### config.mk
export PLATFORM = sky130hd
export DESIGN_NAME = ax_branch_cycle_timer
export DESIGN_NICKNAME = d
export VERILOG_FILES = /design/src/rtl/ax_branch_cycle_timer_pkg.sv /design/src/rtl/ax_branch_cycle_timer_counter.sv /design/src/rtl/ax_branch_cycle_timer.sv
export SDC_FILE = /design/constraint.sdc
export NUM_CORES = 1
export LEC_CHECK = 0
export ABC_AREA = 1
export CAP_MARGIN = 20
export CORE_MARGIN = 3
export CORE_UTILIZATION = 30
export CTS_BUF_LIST = sky130_fd_sc_hd__clkbuf_8
export CTS_CLUSTER_SIZE = 28
export DETAILED_ROUTE_END_ITERATION = 8
export PLACE_DENSITY = 0.5
export SYNTH_ARGS = -nofsm -noshare
export SYNTH_HDL_FRONTEND = slang
export SYNTH_SLANG_ARGS = --single-unit
### constraint.sdc
create_clock -name clk -period 4 [get_ports clk]
set_input_delay 0.6 -clock clk [delete_from_list [all_inputs] [get_ports clk]]
set_output_delay 0.6 -clock clk [all_outputs]
set_load 0.03 [all_outputs]
### src/rtl/ax_branch_cycle_timer_pkg.sv
// Shared fetch-unit types for the approximate-branch cycle timer.
// Optional feature macro used by this block: AX_CYCLE_COUNTER_SATURATE_EN.
package FetchUnitTypes;

    localparam int AX_CYCLE_TIMER_WIDTH       = 32;
    localparam int AX_CYCLE_THRESHOLD_DEFAULT = 1000;

    typedef enum logic [1:0] {
        IDLE    = 2'd0,
        ACTIVE  = 2'd1,
        EXPIRED = 2'd2
    } AxCycleTimerState;

    function automatic logic ax_state_in_region(input AxCycleTimerState st);
        return (st == ACTIVE) || (st == EXPIRED);
    endfunction

    function automatic logic ax_state_is_expired(input AxCycleTimerState st);
        return (st == EXPIRED);
    endfunction

endpackage

### src/rtl/ax_branch_cycle_timer_counter.sv
// Free-running cycle counter; wraps by default, holds at all-ones when
// AX_CYCLE_COUNTER_SATURATE_EN is defined.
module ax_cycle_counter #(
    parameter int WIDTH = 32
) (
    input  logic             clk,
    input  logic             rst,
    output logic [WIDTH-1:0] count
);

    logic [WIDTH-1:0] count_r;
    logic [WIDTH-1:0] count_next_s;

    // Next count value, with optional saturation at all-ones.
    always_comb begin
        count_next_s = count_r + WIDTH'(1);
`ifdef AX_CYCLE_COUNTER_SATURATE_EN
        if (count_r == {WIDTH{1'b1}}) begin
            count_next_s = count_r;
        end else begin
            count_next_s = count_r + WIDTH'(1);
        end
`endif
    end

    // Counter register.
    always_ff @(posedge clk or posedge rst) begin
        if (rst) begin
            count_r <= {WIDTH{1'b0}};
        end else begin
            count_r <= count_next_s;
        end
    end

    assign count = count_r;

endmodule

### src/rtl/ax_branch_cycle_timer.sv
// Cycle-budget timer feeding the cycle-based approximate-branch decider.
// Counter saturation is selected with AX_CYCLE_COUNTER_SATURATE_EN.
import FetchUnitTypes::*;

module ax_branch_cycle_timer #(
    parameter int          TIMER_WIDTH     = AX_CYCLE_TIMER_WIDTH,
    parameter int unsigned THRESHOLD_RESET = AX_CYCLE_THRESHOLD_DEFAULT
) (
    input  logic                   clk,
    input  logic                   rst,
    input  logic                   regionBegin,
    input  logic                   regionEnd,
    input  logic                   flush,
    input  logic                   thrWrEn,
    input  logic [TIMER_WIDTH-1:0] thrWrData,
    output logic [TIMER_WIDTH-1:0] cycleCounter,
    output logic [TIMER_WIDTH-1:0] beginCycle,
    output logic [TIMER_WIDTH-1:0] threshold,
    output logic                   regionActive,
    output logic                   expired
);

    AxCycleTimerState state_r;
    AxCycleTimerState state_next_s;

    logic [TIMER_WIDTH-1:0] counter_s;
    logic [TIMER_WIDTH-1:0] begin_cycle_r;
    logic [TIMER_WIDTH-1:0] threshold_r;
    logic [TIMER_WIDTH-1:0] elapsed_s;
    logic                   over_budget_s;
    logic                   latch_begin_s;

    ax_cycle_counter #(
        .WIDTH (TIMER_WIDTH)
    ) u_counter (
        .clk   (clk),
        .rst   (rst),
        .count (counter_s)
    );

    // Elapsed time is modulo the counter width, so a wrap inside a region still measures correctly.
    always_comb begin
        elapsed_s     = counter_s - begin_cycle_r;
        over_budget_s = (elapsed_s > threshold_r);
    end

    // Region FSM next state; flush dominates, then restart, then exit, then expiry.
    always_comb begin
        state_next_s  = state_r;
        latch_begin_s = 1'b0;
        case (state_r)
            IDLE: begin
                if (regionBegin && !flush) begin
                    state_next_s  = ACTIVE;
                    latch_begin_s = 1'b1;
                end else begin
                    state_next_s  = IDLE;
                end
            end
            ACTIVE: begin
                if (flush) begin
                    state_next_s  = IDLE;
                end else if (regionBegin) begin
                    state_next_s  = ACTIVE;
                    latch_begin_s = 1'b1;
                end else if (regionEnd) begin
                    state_next_s  = IDLE;
                end else if (over_budget_s) begin
                    state_next_s  = EXPIRED;
                end else begin
                    state_next_s  = ACTIVE;
                end
            end
            EXPIRED: begin
                // Sticky: only an exit, flush or fresh region entry leaves this state.
                if (flush || regionEnd) begin
                    state_next_s  = IDLE;
                end else if (regionBegin) begin
                    state_next_s  = ACTIVE;
                    latch_begin_s = 1'b1;
                end else begin
                    state_next_s  = EXPIRED;
                end
            end
            default: begin
                state_next_s  = IDLE;
                latch_begin_s = 1'b0;
            end
        endcase
    end

    // State register.
    always_ff @(posedge clk or posedge rst) begin
        if (rst) begin
            state_r <= IDLE;
        end else begin
            state_r <= state_next_s;
        end
    end

    // Region begin cycle, captured from the counter value current in the entry cycle.
    always_ff @(posedge clk or posedge rst) begin
        if (rst) begin
            begin_cycle_r <= {TIMER_WIDTH{1'b0}};
        end else if (latch_begin_s) begin
            begin_cycle_r <= counter_s;
        end else begin
            begin_cycle_r <= begin_cycle_r;
        end
    end

    // Threshold CSR; writable in any state, takes effect for expiry from the next cycle.
    always_ff @(posedge clk or posedge rst) begin
        if (rst) begin
            threshold_r <= TIMER_WIDTH'(THRESHOLD_RESET);
        end else if (thrWrEn) begin
            threshold_r <= thrWrData;
        end else begin
            threshold_r <= threshold_r;
        end
    end

    // Output decode; in IDLE beginCycle tracks the counter so the decider never fires.
    always_comb begin
        cycleCounter = counter_s;
        threshold    = threshold_r;
        regionActive = ax_state_in_region(state_r);
        expired      = ax_state_is_expired(state_r);
        if (state_r == IDLE) begin
            beginCycle = counter_s;
        end else begin
            beginCycle = begin_cycle_r;
        end
    end

endmodule

; ---- Yosys cells after proc, flatten, opt, wreduce, memory -nomap -nowiden
; Index checks and enable logic that the tools add are counted.
[word_totals]
ff_bits = 98
output_inout_bits = 98
wordCells = 28
[op_classes]
addsub = 2
magnitude_cmp = 1
n_eq_ne = 2
n_mux = 14
reduce_logical = 5
[ops]
columns = op, n
row1 = 32-bit by 1-bit adder with 32-bit output (second input constant), 1
row2 = 32-bit > comparator, 1
row3 = 32-bit 2-to-1 mux, 1
row4 = 32-bit subtractor, 1
row5 = 2-bit 2-to-1 mux, 6
row6 = 2-bit one-hot mux with 3 select lines, 1
row7 = 1-bit 2-to-1 mux, 5
row8 = 1-bit one-hot mux with 3 select lines, 1
row9 = 2-bit by 1-bit equality test with 1-bit output (second input constant), 1
row10 = 2-bit equality test (second input constant), 1
row11 = 2-bit logical NOT, 1
row12 = 1-bit logical OR, 2
row13 = 1-bit logical AND, 1
row14 = 1-bit logical NOT, 1

; ---- Logic depth before layout (Yosys ltp)
; Gate-level depths: netlist of the first run.
[logic_depth]
word_depth = 7
ltp_mapped = 28

; ---- By module
; Synthesis of the first run repeated with hierarchy kept, for this count alone.
[hier_totals]
hier_cells = 1046
area_unflattened_um2 = 7404.6
[by_module_without_submodules]
columns = mod, n_inst, cells_per_inst, area_each_um2
row1 = ax_branch_cycle_timer, 1, 820, 5600.4
row2 = ax_cycle_counter, 1, 226, 1804.2

; ---- Least setup slack after synthesis of the first run
; OpenSTA, ideal clock, no wires.
[synth_timing]
kind = register to register
from = register u_counter.count_r[0], in the netlist u_counter.count[0]
to = register state_r[0]
arrival_time_ns = 3.017
required_ns = 3.880
path_slack_ns = 0.863
stages_incl_launch_ff = 27
path_buffers = 0
synth_period_minus_slack_ns = 3.137
cell_sequence = dfrtp_1 -> inv_1 -> ha_1 -> inv_1 -> fa_1 -> nand3_1 -> nand2_1 -> nand2_1 -> nand2_1 -> nand2_1 -> nand2_1 -> nand2_1 -> nand2_1 -> nand3_1 -> nand2_1 -> nand2_1 -> nand2_1 -> ha_1 -> nand2_1 -> nor2_1 -> inv_1 -> nor3_1 -> nand2_1 -> nand2_1 -> nand2_1 -> nand3_1 -> nand2_1
[synth_via]
elab_chain_cells = 7
[synth_lines]
columns = item, line_no
row1 = start: declaration, ax_branch_cycle_timer_counter.sv:11  ; logic [WIDTH-1:0] count_r;
row2 = start signal: assignment, ax_branch_cycle_timer_counter.sv:29  ; count_r <= {WIDTH{1'b0}};
row3 = start signal: assignment, ax_branch_cycle_timer_counter.sv:31  ; count_r <= count_next_s;
row4 = 32-bit subtractor, ax_branch_cycle_timer.sv:43  ; elapsed_s = counter_s - begin_cycle_r;
row5 = 32-bit > comparator, ax_branch_cycle_timer.sv:44  ; over_budget_s = (elapsed_s > threshold_r);
row6 = 2-bit 2-to-1 mux, ax_branch_cycle_timer.sv:68  ; end else if (over_budget_s) begin
row7 = 2-bit 2-to-1 mux, ax_branch_cycle_timer.sv:66  ; end else if (regionEnd) begin
row8 = 2-bit 2-to-1 mux, ax_branch_cycle_timer.sv:63  ; end else if (regionBegin) begin
row9 = 2-bit 2-to-1 mux, ax_branch_cycle_timer.sv:61  ; if (flush) begin
row10 = 2-bit one-hot mux with 3 select lines, ax_branch_cycle_timer.sv:51  ; case (state_r)
row11 = named net state_next_s[0], ax_branch_cycle_timer.sv:24  ; AxCycleTimerState state_next_s;
row12 = end signal: assignment, ax_branch_cycle_timer.sv:97  ; state_r <= state_next_s;
row13 = end: declaration, ax_branch_cycle_timer.sv:23  ; AxCycleTimerState state_r;
; The timed path passes the listed nets, and every way through them passes these cells.
; A chain may end at the register's enable or synchronous reset.

; ---- Final worst setup path of the first run
[layout_timing]
from = register u_counter.count_r[2], in the netlist u_counter.count[2]
to = register state_r[0]
; The elaborated chain is that of the path after synthesis.

==> reports/results.tsv, run 1 <==
metric	value	unit
# setup viols final	0	
total number of vias	6438	
Ant. Diodes	0	
post-cts resize count	0	
total wire length	20800	µm
Final Hold Fails	0	
CTS Buf Count	9	
initial antenna violation count	0	
Max Freq	288	MHz
Root Driver	clkbuf_8	
layout cells sized above 1	5.16	%
cell type with the largest total area after synthesis	dfrtp_1	
IO buf count	135	
vias in the first global route	6359	
Post-DRT Antenna Nets	0	
Worst Path Arrival	3720	ps
async set or reset register ratio after synthesis	100	%
Leak Pwr	4.30	nW
Power Density	280	mW/mm²
Post-CTS Hold Fix Bufs	0	
die footprint	0.0255	mm²
CP startpoint kind	flop	
worst min-delay path class	reg2reg	
vias per cell	4.54	
RSZ-0062 raised after global routing	false	
CTS max path bufs	2	
First DRT Iteration DRCs	355	
Tcrit/Tclk final	86.8	%
post-DR wirelength/cell	14.7	µm
overall die width	160	µm
TritonCTS clock tree	done	
Yosys reg bits	98	
Max-Cap Viols	0	
Clk pin slew, worst setup/hold paths	100	ps
most numerous cell in the Yosys netlist	nand2_1	
clock share of power	28.1	%
peak supply drop	0.121	mV
Top Ports	136	
WS Path Type	reg2reg	
setup bufs post-CTS	0	
measured slew at the worst slew-check pin	966	ps
core box area	0.0229	mm²
crit-path max FO	7	
synthesized net count	1075	
top cells by count, synth	nand2_1, inv_1, o21ai_0	
sequential fraction of the synthesis area	34.7	%
area delta synth->final	27.4	%
pre-CTS setup slack	517	ps
FP Rows	55	
CP required	4250	ps
Worst-Skew Late Latency	390	ps
Logic pwr share	29.9	%
clk_skew	12.9	ps
Initial Util	31.0	%
first-pass GRT wire length	34300	µm
Fin Setup TNS	0	ps
fin crit period	3470	ps
ys flop type	dfrtp_1	
count of cell types in the netlist	36	
synth warn	0	
final slew viol count	0	
DRC viols	0	
sw power	0.000879	W
Sw Share	34.8	%
EDFF count, synth	0	
Worst slew margin	35.6	%
GRT overflow	0	
top cell type's share of synthesized area	32.5	%
Crit. End Element	flop	
Netlist Area Pre-Place	0.00709	mm²
router iterations before antenna repair	5	
largest net degree at the start of global routing	66	
largest cells by area after synthesis	dfrtp_1, nand2_1, ha_1	
die extent in y	160	µm
syn avg cell area	7.33	µm²
setup ws final	529	ps
final-stage net count	1206	
internal power	0.00165	W
Seq pwr share	42.0	%
Cells after Synth	968	
H-Tree Depth	3	
TritonCTS Sinks	98	
total track usage	16.7	%
Post-DP HPWL	16800	µm
run status	finished, final reports clean	
global placement routability congestion	0.873	
==> area by class of cell <==
class,count,area (µm²)
clock buffer,11,151
clock inverter,5,62.6
fill,2449,13900
inverter,153,577
multi-input combinational,696,3990
sequential,98,2460
tap,313,392
timing repair buffer,141,1400
==> cells by family (layout without fill, tap and decap cells) <==
logic type | after synthesis | count (layout) | synth area share (%)
AOI/OAI and AO/OA | 184 | 184 | 13.6
xor gates and xnor gates | 52 | 52 | 6.42
adders and majority gates | 69 | 69 | 12.3
buffers and inverters | 174 | 310 | 9.28
DFF | 98 | 98 | 34.7
muxes | 1 | 1 | 0.159
and+or+nand+nor | 390 | 390 | 23.6
==> layer usage <==
| metal | up-vias | part of all wire [%] | global-route usage [%] |
|---|---|---|---|
| met5 | - | 0 | 0 |
| met4 | 0 | 2.0 | 5.52 |
| met3 | 24 | 4.1 | 2.44 |
| met2 | 137 | 42 | 24.7 |
| met1 | 2900 | 51 | 24.9 |
| li1 | 3377 | - | - |
==> state kept, by name, indices dropped and copies added (netlist names) <==
signal and count:
u_counter.count 32, threshold 32, begin_cycle_r 32, state_r 2
==> critical path: stages, from the launching register on <==
cell     delay [ps]
dfrtp_1         490
ha_1            390
a21oi_1         150
nand2_1         120
a21oi_1         410
o21ai_1         220
nand3_1         170
nand2_1          80
nand2_1          60
nand2_1          70
ha_1            290
nand2_1          80
nor2_1          120
inv_1            70
nor3_1          290
nand2_1          90
nand2_1          80
nand2_1          50
nand3_1          60
nand2_1          50
==> path summary, 6_finish.rpt <==
check	startpoint	endpoint	slack (ps)	depth (start not counted)
worst max-delay path	u_counter.count[2]	state_r[0]	530	19
worst min-delay path	begin_cycle_r[4]	begin_cycle_r[4]	500	2
worst max register to register	u_counter.count[2]	state_r[0]	530	19
worst min register to register	begin_cycle_r[4]	begin_cycle_r[4]	500	2
max in group asynchronous	rst	u_counter.count[17]	2650	3
min in group asynchronous	rst	state_r[0]	620	2
==> cells in the final DEF (no fill, tap or decap), drive strengths merged, types with 2 or more instances in the layout <==
master           n
nor4             3
a21boi           2
a31oi            2
clkbuf          11
a21oi           61
xnor2            4
dfrtp           92
inv            153
xor2            48
ha              68
nand2          242
o21ai          105
o21bai           7
clkinvlp         2
dfstp            6
buf              7
clkinv           2
a21o             2
o21a             2
clkdlybuf4s50  134
nand3           35
nor3            19
nand4           16
nor2            73
==> power by group through the flow <==
stage	logic (W)	clock network (W)	registers [W]
after floorplan	0.000441	0	0.00114
after global placement	0.000759	0	0.00108
after detailed placement	0.000765	0	0.00108
after CTS	0.000768	0.000746	0.00106
after global routing	0.000863	0.000776	0.00107
final	0.000755	0.000711	0.00106
==> stage by stage <==
stage | cells | utilization [%] | cell area, µm² | power (W) | hold slack (ps)
6_report | 1417 | 39.4 | 9040 | 0.00253 | 496
5_1_grt | 1417 | 39.4 | 9040 | 0.00271 | 519
4_1_cts | 1417 | 39.4 | 9040 | 0.00258 | 498
3_5_place_dp | 1401 | 38.5 | 8820 | 0.00185 | 473
3_3_place_gp | 1401 | 38.5 | 8820 | 0.00184 | 465
2_1_floorplan | 968 | - | 7090 | 0.00158 | 453
No activity file was read; power rests on OpenSTA's default activity.
==> run 2, diff against run 1 <==
DONT_BUFFER_PORTS = 1   (was default)
PLACE_DENSITY = 0.43   (was 0.5)
clock period = 3.3 ns   (was 4 ns; I/O delays follow)
==> run 2 against run 1 <==
Effect of this change:
- count of clock-buffer cells in the layout shrank 2
- sequential power up 29%
- global-route usage rose by 0.16 points
- cell area shrank 2.0%
- sequential share of layout area rose by 0.54 points
- core utilization shrank 0.77 points
- worst hold slack got worse by 420 ps
- clock power increased by 21%
- routed wire length up 3.7%
- power grew 21%
- critical path type unchanged
- largest cell class unchanged
- highest routed layer unchanged
==> reports/results.tsv, run 2 (synthesized netlist as in run 1, its figures left out) <==
metric	value	unit
router iterations before antenna repair	4	
CTS max path bufs	2	
area taken by multi-input logic gates	0.00446	mm²
Worst Path Arrival	3330	ps
layout cells sized above 1	23.1	%
GRT overflow	0	
placed insts	1353	
initial antenna violation count	0	
Worst-Skew Late Latency	400	ps
H-Tree Depth	3	
global placement routability congestion	0.908	
Initial Util	31.0	%
fill count	2469	
top layer in use	met4	
leading cell types in the layout, fill and taps excluded	nand2_1, inv_1, buf_4	
total number of vias	6325	
setup ws final	215	ps
FP Rows	55	
TritonCTS Sinks	98	
Crit. End Element	flop	
Max Freq	324	MHz
final-stage net count	1165	
final slew viol count	0	
run status	finished, final reports clean	
CTS Buf Count	9	
Top Ports	136	
Slowest Stage Delay on Critical Path	430	ps
core box area	0.0229	mm²
measured slew at the worst slew-check pin	722	ps
Power Density	345	mW/mm²
# setup viols final	0	
critical path's top delay family	simple AND/OR/NAND/NOR gates	
Worst slew margin	51.9	%
met3 wire length	1020	µm
fin cells	1376	
Final Hold Fails	0	
Worst Path Buf+Inv	3	
First DRT Iteration DRCs	328	
fin crit period	3080	ps
TritonCTS clock tree	done	
WS Path Type	reg2reg	
total wire length	21600	µm
IO buf count	0	
clk_skew	17.7	ps
crit-path max FO	4	
post-DR wirelength/cell	15.7	µm
slowest CP cell	dfrtp_1	
pre-CTS setup slack	80.4	ps
Post-DRT Antenna Nets	0	
PnR Total Power	0.00305	W
final core utilization	38.7	%
met2 WL post-DR	9310	µm
Sequential Area	0.00246	mm²
vias per cell	4.60	
first-pass GRT wire length	34500	µm
CP cell instances	ha_1, buf_4, nand2_2, nor2_2, inv_1, nor2_2, nand3_1, o211ai_1, xor2_1, ha_1, nand4_1, nor3_2, buf_4, nand2_2, nand2_2, nand2_1, nand3_1, nand2_1	
Leak Pwr	4.34	nW
Tcrit/Tclk final	93.5	%
vias in the first global route	6362	
die footprint	0.0255	mm²
Ant. Diodes	0	
area delta synth->final	24.9	%
overall die width	160	µm
CP required	3550	ps
CP startpoint kind	flop	
DRC viols	0	
Post-CTS Hold Fix Bufs	0	
Post-DP HPWL	17400	µm
die extent in y	160	µm
largest net degree at the start of global routing	66	
worst min-delay path class	in2async	
crit-path most repeated cell	nand2_2	
Root Driver	clkbuf_8	
wl on met1	10900	µm
total track usage	16.9	%
commonest non-fill, non-tap cell in the layout	nand2_1	
peak supply drop	0.141	mV
Clk pin slew, worst setup/hold paths	120	ps
Max-Cap Viols	0	
==> run 2: cell count changes in the layout (fill, tap and decap cells not counted), sizes merged <==
cell           before  now
inv               153  156
buf                 7  100
clkdlybuf4s50     134    0
clkbuf             11    9
clkinv              2    1
==> run 2: report_power, final <==
| group | internal, W | switching [W] |
|---|---|---|
| registers | 0.00126 | 0.000107 |
| clock network | 0.000365 | 0.000493 |
| logic | 0.000308 | 0.000520 |
| total | 0.00193 | 0.00112 |
==> run 2: final timing paths <==
path | startpoint | endpoint | slack (ps) | cells after the start
max | u_counter.count[23] | state_r[0] | 220 | 18
min | rst | threshold[2] | 80 | 1
max reg2reg | u_counter.count[23] | state_r[0] | 220 | 18
min reg2reg | begin_cycle_r[12] | begin_cycle_r[12] | 500 | 2
max in group asynchronous | rst | threshold[8] | 2520 | 2
min in group clk | thrWrEn | threshold[5] | 190 | 1
==> run 2: stage by stage <==
stage | setup TNS, ps | hold WS (ps) | area (µm²)
2_1_floorplan | 0 | 453 | 7090
4_1_cts | 0 | 80.7 | 8340
5_1_grt | -34.4 | 102 | 8860
3_5_place_dp | 0 | 474 | 8130
3_3_place_gp | 0 | 469 | 8130
6_report | 0 | 81.1 | 8860
==> run 2: what timing repair did <==
action,CTS,global route
gates resized for setup,0,116
endpoints found under the hold margin,0,0
setup buffers,0,7
endpoints found under the setup margin,0,2
==> run 2: cell type report <==
type	count	area share, %
tap	313	4.42
inverter	153	6.54
multi-input combinational	696	50.3
clock inverter	7	0.960
sequential	98	27.8
clock buffer	9	1.40
timing repair buffer	100	8.65
==> run 2: per-layer routing <==
metal / vias to the layer above / track usage, %
li1: 3294 / -
met1: 2885 / 24.2
met2: 127 / 25.9
met3: 19 / 3.11
met4: 0 / 5.17
met5: - / 0
==> run 2: worst reg2reg max path, cell delays in order (launching register included) <==
cell and delay (ps):
dfrtp_1 430, ha_1 330, buf_4 160, nand2_2 100, nor2_2 160, inv_1 100, nor2_2 110, nand3_1 70
o211ai_1 300, xor2_1 150, ha_1 290, nand4_1 160, nor3_2 210, buf_4 130, nand2_2 40, nand2_2 50
nand2_1 50, nand3_1 60, nand2_1 60
==> run 3, diff against run 2 <==
SYNTH_HIERARCHICAL = 1   (was default)
==> run 3 against run 2 <==
Effect of this change:
- synthesized area up 4.4%
- flip-flop and latch count unchanged
- worst hold slack worse by 13 ps
- power up 14%
- critical endpoint unchanged
- largest cell class unchanged
- highest routed layer unchanged
==> reports/results.tsv, run 3 <==
metric	value	unit
run status	finished, final reports clean	
pre-CTS setup slack	99.6	ps
DRC viols	0	
overall die width	163	µm
layout cells sized above 1	14.9	%
final-stage net count	1227	
CTS Buf Count	9	
CP required	3570	ps
Crit. End Element	flop	
final core utilization	36.5	%
Crit Reg-Reg Startpoint	u_counter/count[0]	
TritonCTS clock tree	done	
vias per cell	4.62	
Cells after Synth	1046	
Ant. Diodes	0	
count of cell types in the netlist	39	
worst min-delay path class	in2async	
router iterations before antenna repair	5	
sw power	0.00128	W
Max Freq	329	MHz
Worst slew margin	44.8	%
Worst Path Arrival	3310	ps
peak supply drop	0.170	mV
CTS max path bufs	2	
Slowest Stage Delay on Critical Path	410	ps
Logic pwr share	30.6	%
top cell type's share of synthesized area	31.1	%
First DRT Iteration DRCs	491	
Worst-Skew Late Latency	400	ps
Netlist Area Pre-Place	0.00740	mm²
syn avg cell area	7.08	µm²
clk_skew	13.7	ps
measured slew at the worst slew-check pin	828	ps
WS Path Type	reg2reg	
Root Driver	clkbuf_8	
# setup viols final	0	
leading cell types in the layout, fill and taps excluded	nand2_1, inv_1, nor2_1	
FP Rows	56	
Leak Pwr	4.51	nW
Initial Util	31.0	%
Yosys reg bits	98	
FF-to-FF End	state_r[0]	
area delta synth->final	17.7	%
Sw Share	36.9	%
Top Ports	136	
setup slack, reg-to-reg	260	ps
CP startpoint kind	flop	
cell type with the largest total area after synthesis	dfrtp_1	
total wire length	23100	µm
Fin Setup TNS	0	ps
hold_ws	68.6	ps
slowest CP cell	dfrtp_1	
clock share of power	28.7	%
PnR Total Power	0.00348	W
core box area	0.0239	mm²
TritonCTS Sinks	98	
crit-path max FO	3	
top cells by count, synth	nand2_1, inv_1, nor2_1	
Post-DP HPWL	19000	µm
Seq pwr share	40.7	%
Clk pin slew, worst setup/hold paths	110	ps
Power Density	399	mW/mm²
vias in the first global route	6355	
GRT overflow	0	
Post-DRT Antenna Nets	0	
final slew viol count	0	
Max-Cap Viols	0	
synth warn	6	
sequential fraction of the synthesis area	33.2	%
Worst Path Buf+Inv	3	
EDFF count, synth	0	
async set or reset register ratio after synthesis	100	%
largest net degree at the start of global routing	66	
global placement routability congestion	0.893	
most numerous cell in the Yosys netlist	nand2_1	
H-Tree Depth	3	
FF-to-FF path depth	25	
synthesized net count	1153	
fin crit period	3040	ps
largest cells by area after synthesis	dfrtp_1, nand2_1, ha_1	
initial antenna violation count	0	
total track usage	17.5	%
post-DR wirelength/cell	16.0	µm
commonest non-fill, non-tap cell in the layout	nand2_1	
fill count	2595	
die extent in y	163	µm
Post-CTS Hold Fix Bufs	0	
Final Hold Fails	0	
total number of vias	6671	
crit-path most repeated cell	nand2_1	
IO buf count	0	
ys flop type	dfrtp_1	
Tcrit/Tclk final	92.0	%
die footprint	0.0266	mm²
internal power	0.00220	W
critical path's top delay family	simple AND/OR/NAND/NOR gates	
setup ws final	262	ps
first-pass GRT wire length	35900	µm
run 3: cell count changes in the layout (fill, tap and decap cells not counted), sizes merged, moves of 16 or more:
| cell | before | now |
|---|---|---|
| nor2 | 73 | 124 |
| o21ai | 105 | 86 |
| a21oi | 61 | 86 |
| nand2 | 242 | 299 |
| buf | 100 | 84 |
| xor2 | 48 | 27 |
run 3: per-stage QoR:
stage | instance area (µm²) | std cells
after floorplan | 7400 | 1046
after global placement | 8350 | 1425
after detailed placement | 8350 | 1425
after CTS | 8600 | 1440
after global routing | 8720 | 1443
final | 8720 | 1443
run 3: timing repair:
| action | in CTS | in global routing |
|---|---|---|
| resized for setup | 0 | 32 |
| setup buffers | 0 | 3 |
| endpoints found under the setup margin | 0 | 2 |
run 3: logic make-up after synthesis:
kind of cell | after synthesis | synth area share (%)
xor+xnor | 37 | 4.58
compound gates | 187 | 13.2
buf+inv | 167 | 8.57
mux | 1 | 0.152
fa+ha+maj | 69 | 11.8
flops | 98 | 33.2
simple gates | 487 | 28.5
run 3: layer usage:
metal  global-route usage (%)  part of all wire (%)
met1                     24.6                    49
met2                     28.0                    45
met3                     3.55                   5.5
met4                     3.08                  0.71
met5                        0                     0
run 3: power by group through the flow:
stage / clock network [W] / logic, W / registers [W]
6_report: 0.000999 / 0.00107 / 0.00142
5_1_grt: 0.00109 / 0.00123 / 0.00143
4_1_cts: 0.00104 / 0.00106 / 0.00142
3_5_place_dp: 0 / 0.00105 / 0.00144
3_3_place_gp: 0 / 0.00104 / 0.00144
2_1_floorplan: 0 / 0.000738 / 0.00143
run 3: worst max path at each step:
stage                       endpoint  slack [ps]                from  cells past startpoint
final                     state_r[0]         260  u_counter/count[0]                     25
after CTS                 state_r[1]          90  u_counter/count[0]                     24
after global placement    state_r[1]         150  u_counter/count[0]                     24
after global routing      state_r[0]         -20  u_counter/count[0]                     26
after detailed placement  state_r[1]         100  u_counter/count[0]                     24
after floorplan           state_r[1]         200  u_counter/count[0]                     24
run 3: layout make-up:
type	count	area, µm²	area share (%)
Inverter	146	548	6.29
Sequential cell	98	2460	28.2
Timing Repair Buffer	84	656	7.52
Tap cell	319	399	4.58
Clock inverter	5	108	1.23
Multi-Input combinational cell	781	4410	50.6
Clock buffer	10	138	1.58
